### src/rtl/er_cde_sequencer.sv
// er_cde_sequencer: arbitrates error requesters into a queue and rotates queued codes onto the ER_CDE display bus
module er_cde_sequencer #(
  parameter int NSRC      = 2,
  parameter int DEPTH     = 4,
  parameter int HOLD_CYC  = 8,
  parameter int BLANK_CYC = 2
) (
  input  logic                      clk,
  input  logic                      rst,
  input  logic [NSRC-1:0]           err_vld_i,
  input  logic [8*NSRC-1:0]         err_code_i,
  output logic [NSRC-1:0]           err_gnt_o,
  input  logic                      err_ack_i,
  output logic [7:0]                er_cde_o,
  output logic                      cpu_halt_o,
  output logic                      err_ovf_o,
  output logic [$clog2(DEPTH):0]    err_cnt_o
);
  localparam int AW = $clog2(DEPTH);
  localparam int TW = $clog2((HOLD_CYC > BLANK_CYC ? HOLD_CYC : BLANK_CYC) + 1);
  typedef enum logic [1:0] {IDLE, SHOW, BLANK} st_t;
  st_t st_q, st_d;
  logic [7:0] mem_q [DEPTH];
  logic [AW-1:0] head_q, tail_q, disp_q, disp_d, newest_idx, off, head_nx;
  logic [AW:0] cnt_q, cnt_d;
  logic [TW-1:0] tmr_q, tmr_d;
  logic [7:0] er_q, er_d, gcode;
  logic halt_q, ovf_q, ovf_d;
  logic [NSRC-1:0] nz_gnt, any_gnt;
  logic hit, dup, full, push, pop, nxt_wrap;
  always_comb begin
    nz_gnt = '0;
    any_gnt = '0;
    gcode = '0;
    for (int i = NSRC - 1; i >= 0; i--) begin
      if (err_vld_i[i] && err_code_i[8*i +: 8] != 8'h00) begin
        nz_gnt = NSRC'(1) << i;
        gcode = err_code_i[8*i +: 8];
      end
      if (err_vld_i[i]) any_gnt = NSRC'(1) << i;
    end
  end
  // nonzero codes outrank zero-code requests; zero codes are granted only to clear them
  assign err_gnt_o  = rst ? '0 : (|nz_gnt ? nz_gnt : any_gnt);
  assign hit        = !rst && |nz_gnt;
  assign newest_idx = tail_q - 1'b1;
  assign pop        = err_ack_i && cnt_q != '0;
  assign dup        = hit && cnt_q != '0 && gcode == mem_q[newest_idx];
  assign full       = cnt_q == (AW+1)'(DEPTH);
  assign push       = hit && !dup && !(full && !pop);
  assign ovf_d      = ovf_q | (hit && !dup && full && !pop);
  assign cnt_d      = cnt_q + (AW+1)'(push) - (AW+1)'(pop);
  assign head_nx    = head_q + 1'b1;
  assign off        = disp_q - head_q;
  assign nxt_wrap   = ({1'b0, off} + (AW+1)'(1)) >= cnt_q;
  always_ff @(posedge clk) begin
    if (rst) begin
      st_q   <= IDLE;
      head_q <= '0;
      tail_q <= '0;
      disp_q <= '0;
      cnt_q  <= '0;
      tmr_q  <= '0;
      er_q   <= '0;
      halt_q <= 1'b0;
      ovf_q  <= 1'b0;
    end else begin
      st_q   <= st_d;
      head_q <= pop ? head_nx : head_q;
      tail_q <= push ? tail_q + 1'b1 : tail_q;
      disp_q <= disp_d;
      cnt_q  <= cnt_d;
      tmr_q  <= tmr_d;
      er_q   <= er_d;
      halt_q <= cnt_q != '0;
      ovf_q  <= ovf_d;
    end
  end
  always_ff @(posedge clk) if (push) mem_q[tail_q] <= gcode;
  // an ack always wins over timer expiry and restarts the blank gap toward the new head
  always_comb begin
    st_d = st_q;
    disp_d = disp_q;
    tmr_d = tmr_q;
    case (st_q)
      IDLE: begin
        tmr_d = '0;
        if (cnt_q != '0 && !pop) begin
          st_d = SHOW;
          disp_d = head_q;
        end
      end
      SHOW, BLANK: begin
        if (pop) begin
          st_d = cnt_d != '0 ? BLANK : IDLE;
          disp_d = head_nx;
          tmr_d = '0;
        end else if (st_q == SHOW && tmr_q == TW'(HOLD_CYC - 1)) begin
          tmr_d = '0;
          if (cnt_q > (AW+1)'(1)) begin
            st_d = BLANK;
            disp_d = nxt_wrap ? head_q : disp_q + 1'b1;
          end
        end else if (st_q == BLANK && tmr_q == TW'(BLANK_CYC - 1)) begin
          st_d = SHOW;
          tmr_d = '0;
        end else begin
          tmr_d = tmr_q + 1'b1;
        end
      end
      default: st_d = IDLE;
    endcase
  end
  always_comb er_d = st_d == SHOW ? mem_q[disp_d] : 8'h00;
  assign er_cde_o   = er_q;
  assign cpu_halt_o = halt_q;
  assign err_ovf_o  = ovf_q;
  assign err_cnt_o  = cnt_q;
endmodule
### config.mk
export PLATFORM = sky130hd
export DESIGN_NAME = er_cde_sequencer
export DESIGN_NICKNAME = d
export VERILOG_FILES = /design/src/rtl/er_cde_sequencer.sv
export SDC_FILE = /design/constraint.sdc
export NUM_CORES = 1
export LEC_CHECK = 0
export ABC_AREA = 1
export BUFFER_PORTS_ARGS = -buffer_cell sky130_fd_sc_hd__buf_4
export CORE_MARGIN = 2
export CORE_UTILIZATION = 36
export CTS_BUF_LIST = sky130_fd_sc_hd__clkbuf_8
export CTS_CLUSTER_DIAMETER = 50
export DETAILED_ROUTE_END_ITERATION = 10
export GPL_ROUTABILITY_DRIVEN = 0
export GPL_TIMING_DRIVEN = 0
export SLEW_MARGIN = 10
export SYNTH_ARGS = -nofsm -noshare
export SYNTH_HDL_FRONTEND = slang
export SYNTH_SLANG_ARGS = --single-unit
### constraint.sdc
create_clock -name clk -period 9.25 [get_ports clk]
set_input_delay 0.925 -clock clk [delete_from_list [all_inputs] [get_ports clk]]
set_output_delay 0.925 -clock clk [all_outputs]
set_load 0.02 [all_outputs]
==> impl_summary.md <==
Status
The run finished with clean final reports.

Finish
Relative to the synthesized area, the layout overhead comes to 17.4%. In the final layout, the multi-input gates occupy ~1700 sq um. The count of antenna diodes in the layout is 0. The count of cells in the finished layout, fillers not included, comes to between 600 and 700. For this run, the post-layout net count is roughly 540. The footprint of the flip-flops and latches is roughly 1500 sq um.

After filler insertion, the fill cell instance count of the layout stands at between 900 and 1000. The fraction of final layout cells sized beyond drive strength 1 is between 10% and 20%. For this run, the share of the core covered by cells in the final layout is ~44%.

Clock tree
The TritonCTS clock tree is built. The count of buffers added by post-CTS timing repair for setup is 0. The total number of clock tree sinks is between 50 and 60. Clock-pin slew was measured on the worst setup and hold paths at approximately 0.07 ns. The worst-skew pair later-pin latency is 0.34 ns. The number of instances resized during post-cts repair is 0. The number of hold-repair buffers added at the cts stage is 0.

The clock tree synthesis step divided the H-tree into 3 levels. The root buffer cell is sky130_fd_sc_hd__clkbuf_8. The number of clock buffers added by TritonCTS is 9. The maximum buffer depth of the clock tree is 2.

Run
Across the run, the number of max-cap violations was 0.

Floorplan
For this configuration, the core starts out at a cell density of 37.1%. The vertical extent of the die is 102 um. The width of the chip is approximately 100 um. The standard cell core area is between 9000 and 10000 sq um. The floorplan die area is 10300 sq um. Row generation in the floorplan step produced 35 rows. During I/O placement, the number of pins put on the boundary was 36.

STA
The peak clock frequency supported by timing is 0.207 GHz. The number of failing setup endpoints in the final timing report is 0. The hold violation total from the final report is 0. The worst slew margin relative to its limit is 42.1%.

The final-layout setup total negative slack is 0 ns. Of the available clock period, the critical path in the final layout requires approximately 52%. The worst path needs around 4.8 ns of the cycle, external delays included.

Clock skew on the completed layout was measured at 0.0129 ns. Setup repair after global routing left no endpoint under its margin. The final max-slew violation count came to 0. The transition time at the pin with the least slew margin is 0.865 ns.

Hold path
The type of the worst min-delay path is register to register. Counting instances, the worst hold path has a depth of 2. For hold timing, the worst endpoint is err_ovf_o$_SDFF_PP0_. The origin of the worst min-delay path is err_ovf_o$_SDFF_PP0_.

Critical path
The critical path is of the register to register type. The maximum fanout encountered on the critical timing path is 11. The critical path launch point is tail_q[0]$_SDFFE_PP0P_. The worst-case register-to-register setup slack is ~4.4 ns. In this run the critical register-to-register path is captured at er_cde_o[3]$_SDFF_PP0_.

For the worst setup path, the data required time is 9.50 ns. The startpoint identified for the worst register-to-register timing path is tail_q[0]$_SDFFE_PP0P_. The endpoint kind of the worst setup timing path is a register. The slowest stage of the critical path belongs to the cell sky130_fd_sc_hd__nor3_2.

The number of cells on the worst reg-to-reg path is 23. STA classifies the critical path startpoint as a register. In this design, the stage delay of the slowest critical-path cell is around 0.6 ns. The worst path arrival time is 5.08 ns. Walking the worst path, the cells encountered are inv_2 -> buf_2 -> ha_1 -> buf_2 -> inv_2 -> o21ai_0 -> o21ai_1 -> o211ai_1 -> nand2_1 -> nor2_1 -> nand3_2 -> nand3_4 -> ha_1 -> inv_1 -> ha_1 -> fa_1 -> xor2_1 -> nand4_1 -> nand3_1 -> nand2_1 -> nor3_2 -> nand2_1 -> nor2_1.

Yosys
The number of enable flip-flop cells after synthesis is 32. The number of different library cells in the post-synthesis netlist is between 40 and 50. By count the netlist is led by sky130_fd_sc_hd__nand2_1, sky130_fd_sc_hd__nand3_1, sky130_fd_sc_hd__nor2_1.

The most common cell in the synthesized netlist is sky130_fd_sc_hd__nand2_1. sky130_fd_sc_hd__edfxtp_1 takes more of the synthesized area than any other cell. Synthesis produced a netlist with a net count of about 500. The number of cells produced by synthesis is approximately 450. The cell area after technology mapping is 3430 sq um. Yosys printed 0 warnings. For this run, the leading register cell type out of synthesis is sky130_fd_sc_hd__edfxtp_1. After synthesis the netlist holds a flip-flop and latch count of 57. By area the synthesized netlist is led by sky130_fd_sc_hd__edfxtp_1, sky130_fd_sc_hd__dfxtp_1, sky130_fd_sc_hd__nand2_1, sky130_fd_sc_hd__nand3_1, sky130_fd_sc_hd__ha_1.

The area share of the largest cell type after synthesis is between 20% and 30%. The average cell area after synthesis is around 7.6 sq um. Sequential elements use 42.6% of the synthesized area. The post-synthesis async set-or-reset flop share is 0%.

Power
The design internal power is 0.627 mW. The maximum ir drop on the vdd rail is approximately 90 uV. The clock share of power is 18.9%. In this run, flip-flops and latches consume 30.6% of the power. Summed over all cells, the static leakage comes to 1.88 nW. Net switching is between 40% and 50% of the power. Per report_power, the combinational group accounts for approximately 51% of the total. The reported net switching power is 0.502 mW.

The areal power density over the cells is 281 nW/um^2.

Routing
Wires add up to 8.30 mm. In the final routed layout, each cell accounts on average for 13.2 um. The via count normalized by instance count is approximately 4.8.

In the routed design, unresolved DRC markers number 0. In this run the remaining antenna-violating nets after routing total 0. The via count of the routed design is 3027. The number of DRC markers after the initial detailed-route iteration is 220.

The count of TritonRoute iterations in the first routing pass is 5.

Global routing
The remaining global-route overflow is 0. The number of global-route vias before repair is 2802. The largest net degree at the start of global routing is 12. The number of antenna violations at the first check in global routing came to 0. The first global-routing pass estimated between 10 and 15 mm of wire. Global routing consumed, over all layers together, ~17% of the routing resources.

Placed design
In this run the tool buffered the top-level ports with 34 buffer cells. The number of placed cells counting well taps is just over 600. Detailed placement finished with a half-perimeter wire length of 6.10 mm.
-- cell type report --
| type | instances | area share [%] |
|---|---|---|
| Multi-Input combinational cell | 322 | 41.7 |
| Sequential cell | 57 | 36.3 |
| Timing Repair Buffer | 34 | 6.34 |
| Inverter | 58 | 5.41 |
| Tap cell | 129 | 4.01 |
| Clock buffer | 10 | 3.42 |
| Buffer | 12 | 1.80 |
| Clock inverter | 6 | 1.06 |
-- power by group through the flow --
stage / registers, mW / logic (mW) / clock network, mW
after floorplan: 0.374 / 0.386 / 0
after global placement: 0.351 / 0.562 / 0
after detailed placement: 0.352 / 0.574 / 0
after CTS: 0.346 / 0.576 / 0.217
after global routing: 0.352 / 0.651 / 0.229
final: 0.345 / 0.571 / 0.213
-- state kept, by name, indices dropped and copies added, names as in the netlist --
name	flops
mem_q	32
er_cde_o	8
tmr_q	4
err_cnt_o	3
disp_q	2
head_q	2
st_q	2
tail_q	2
cpu_halt_o	1
err_ovf_o	1
-- per-layer routing --
| metal | part of all wire [%] | wire length (um) | vias to the layer above | track usage (%) |
|---|---|---|---|---|
| met5 | 0 | 0 | - | 0 |
| met4 | 1.8 | 147 | 0 | 6.24 |
| met3 | 6.1 | 503 | 14 | 4.76 |
| met2 | 45 | 3700 | 89 | 27.3 |
| met1 | 48 | 3940 | 1366 | 23.2 |
| li1 | - | - | 1558 | - |
-- how the worst max path moves through the flow --
stage                                   endpoint  slack (ns)
after global routing      er_cde_o[3]$_SDFF_PP0_        4.08
after floorplan           er_cde_o[0]$_SDFF_PP0_        5.46
after CTS                 er_cde_o[3]$_SDFF_PP0_        4.46
final                     er_cde_o[3]$_SDFF_PP0_        4.43
after global placement    er_cde_o[3]$_SDFF_PP0_        4.51
after detailed placement  er_cde_o[3]$_SDFF_PP0_        4.47
-- cells by family (layout without fill, tap and decap cells) --
group                    after synthesis  count (layout)  share of synthesized area [%]
adder cells (fa/ha/maj)               20              20                           7.52
flip-flops                            57              57                           42.6
AND/OR/NAND/NOR                      253             253                           33.1
AO/OA/AOI/OAI                         45              45                           7.26
buffers and inverters                 70             120                           8.46
XOR/XNOR                               4               4                           1.02
-- placed cells by master, fill, tap and decap left out, drive strengths merged, types with 3 or more instances in the layout --
master  netlist  layout
clkbuf        3      13
nor3          5       5
clkinv        0       3
o21ai        20      20
buf           9      43
nand4         4       4
edfxtp       32      32
nand3        59      59
nor2         56      56
dfxtp        25      25
and3          5       5
or2           4       4
nand2       117     117
ha           19      19
a21oi        17      17
inv          58      59
-- critical path: cells and delay by family, from the launching register on --
kind                       cells  cell delay, ns
DFF                            1            0.55
and+or+nand+nor               10            1.55
AOI/OAI and AO/OA              3            0.55
adders and majority gates      4            1.17
xor gates and xnor gates       1            0.17
buffers and inverters          5            0.73
-- metrics by stage --
stage          hold slack, ns  setup slack, ns  total power [mW]  instance area (sq um)
4_1_cts                 0.467             4.46              1.14                   4030
2_1_floorplan           0.475             5.46             0.760                   3430
6_report                0.460             4.43              1.13                   4030
5_1_grt                 0.511             4.08              1.23                   4030
3_3_place_gp            0.444             4.51             0.913                   3850
3_5_place_dp            0.454             4.47             0.926                   3850
Note: power is estimated with default switching activity, not from simulation.
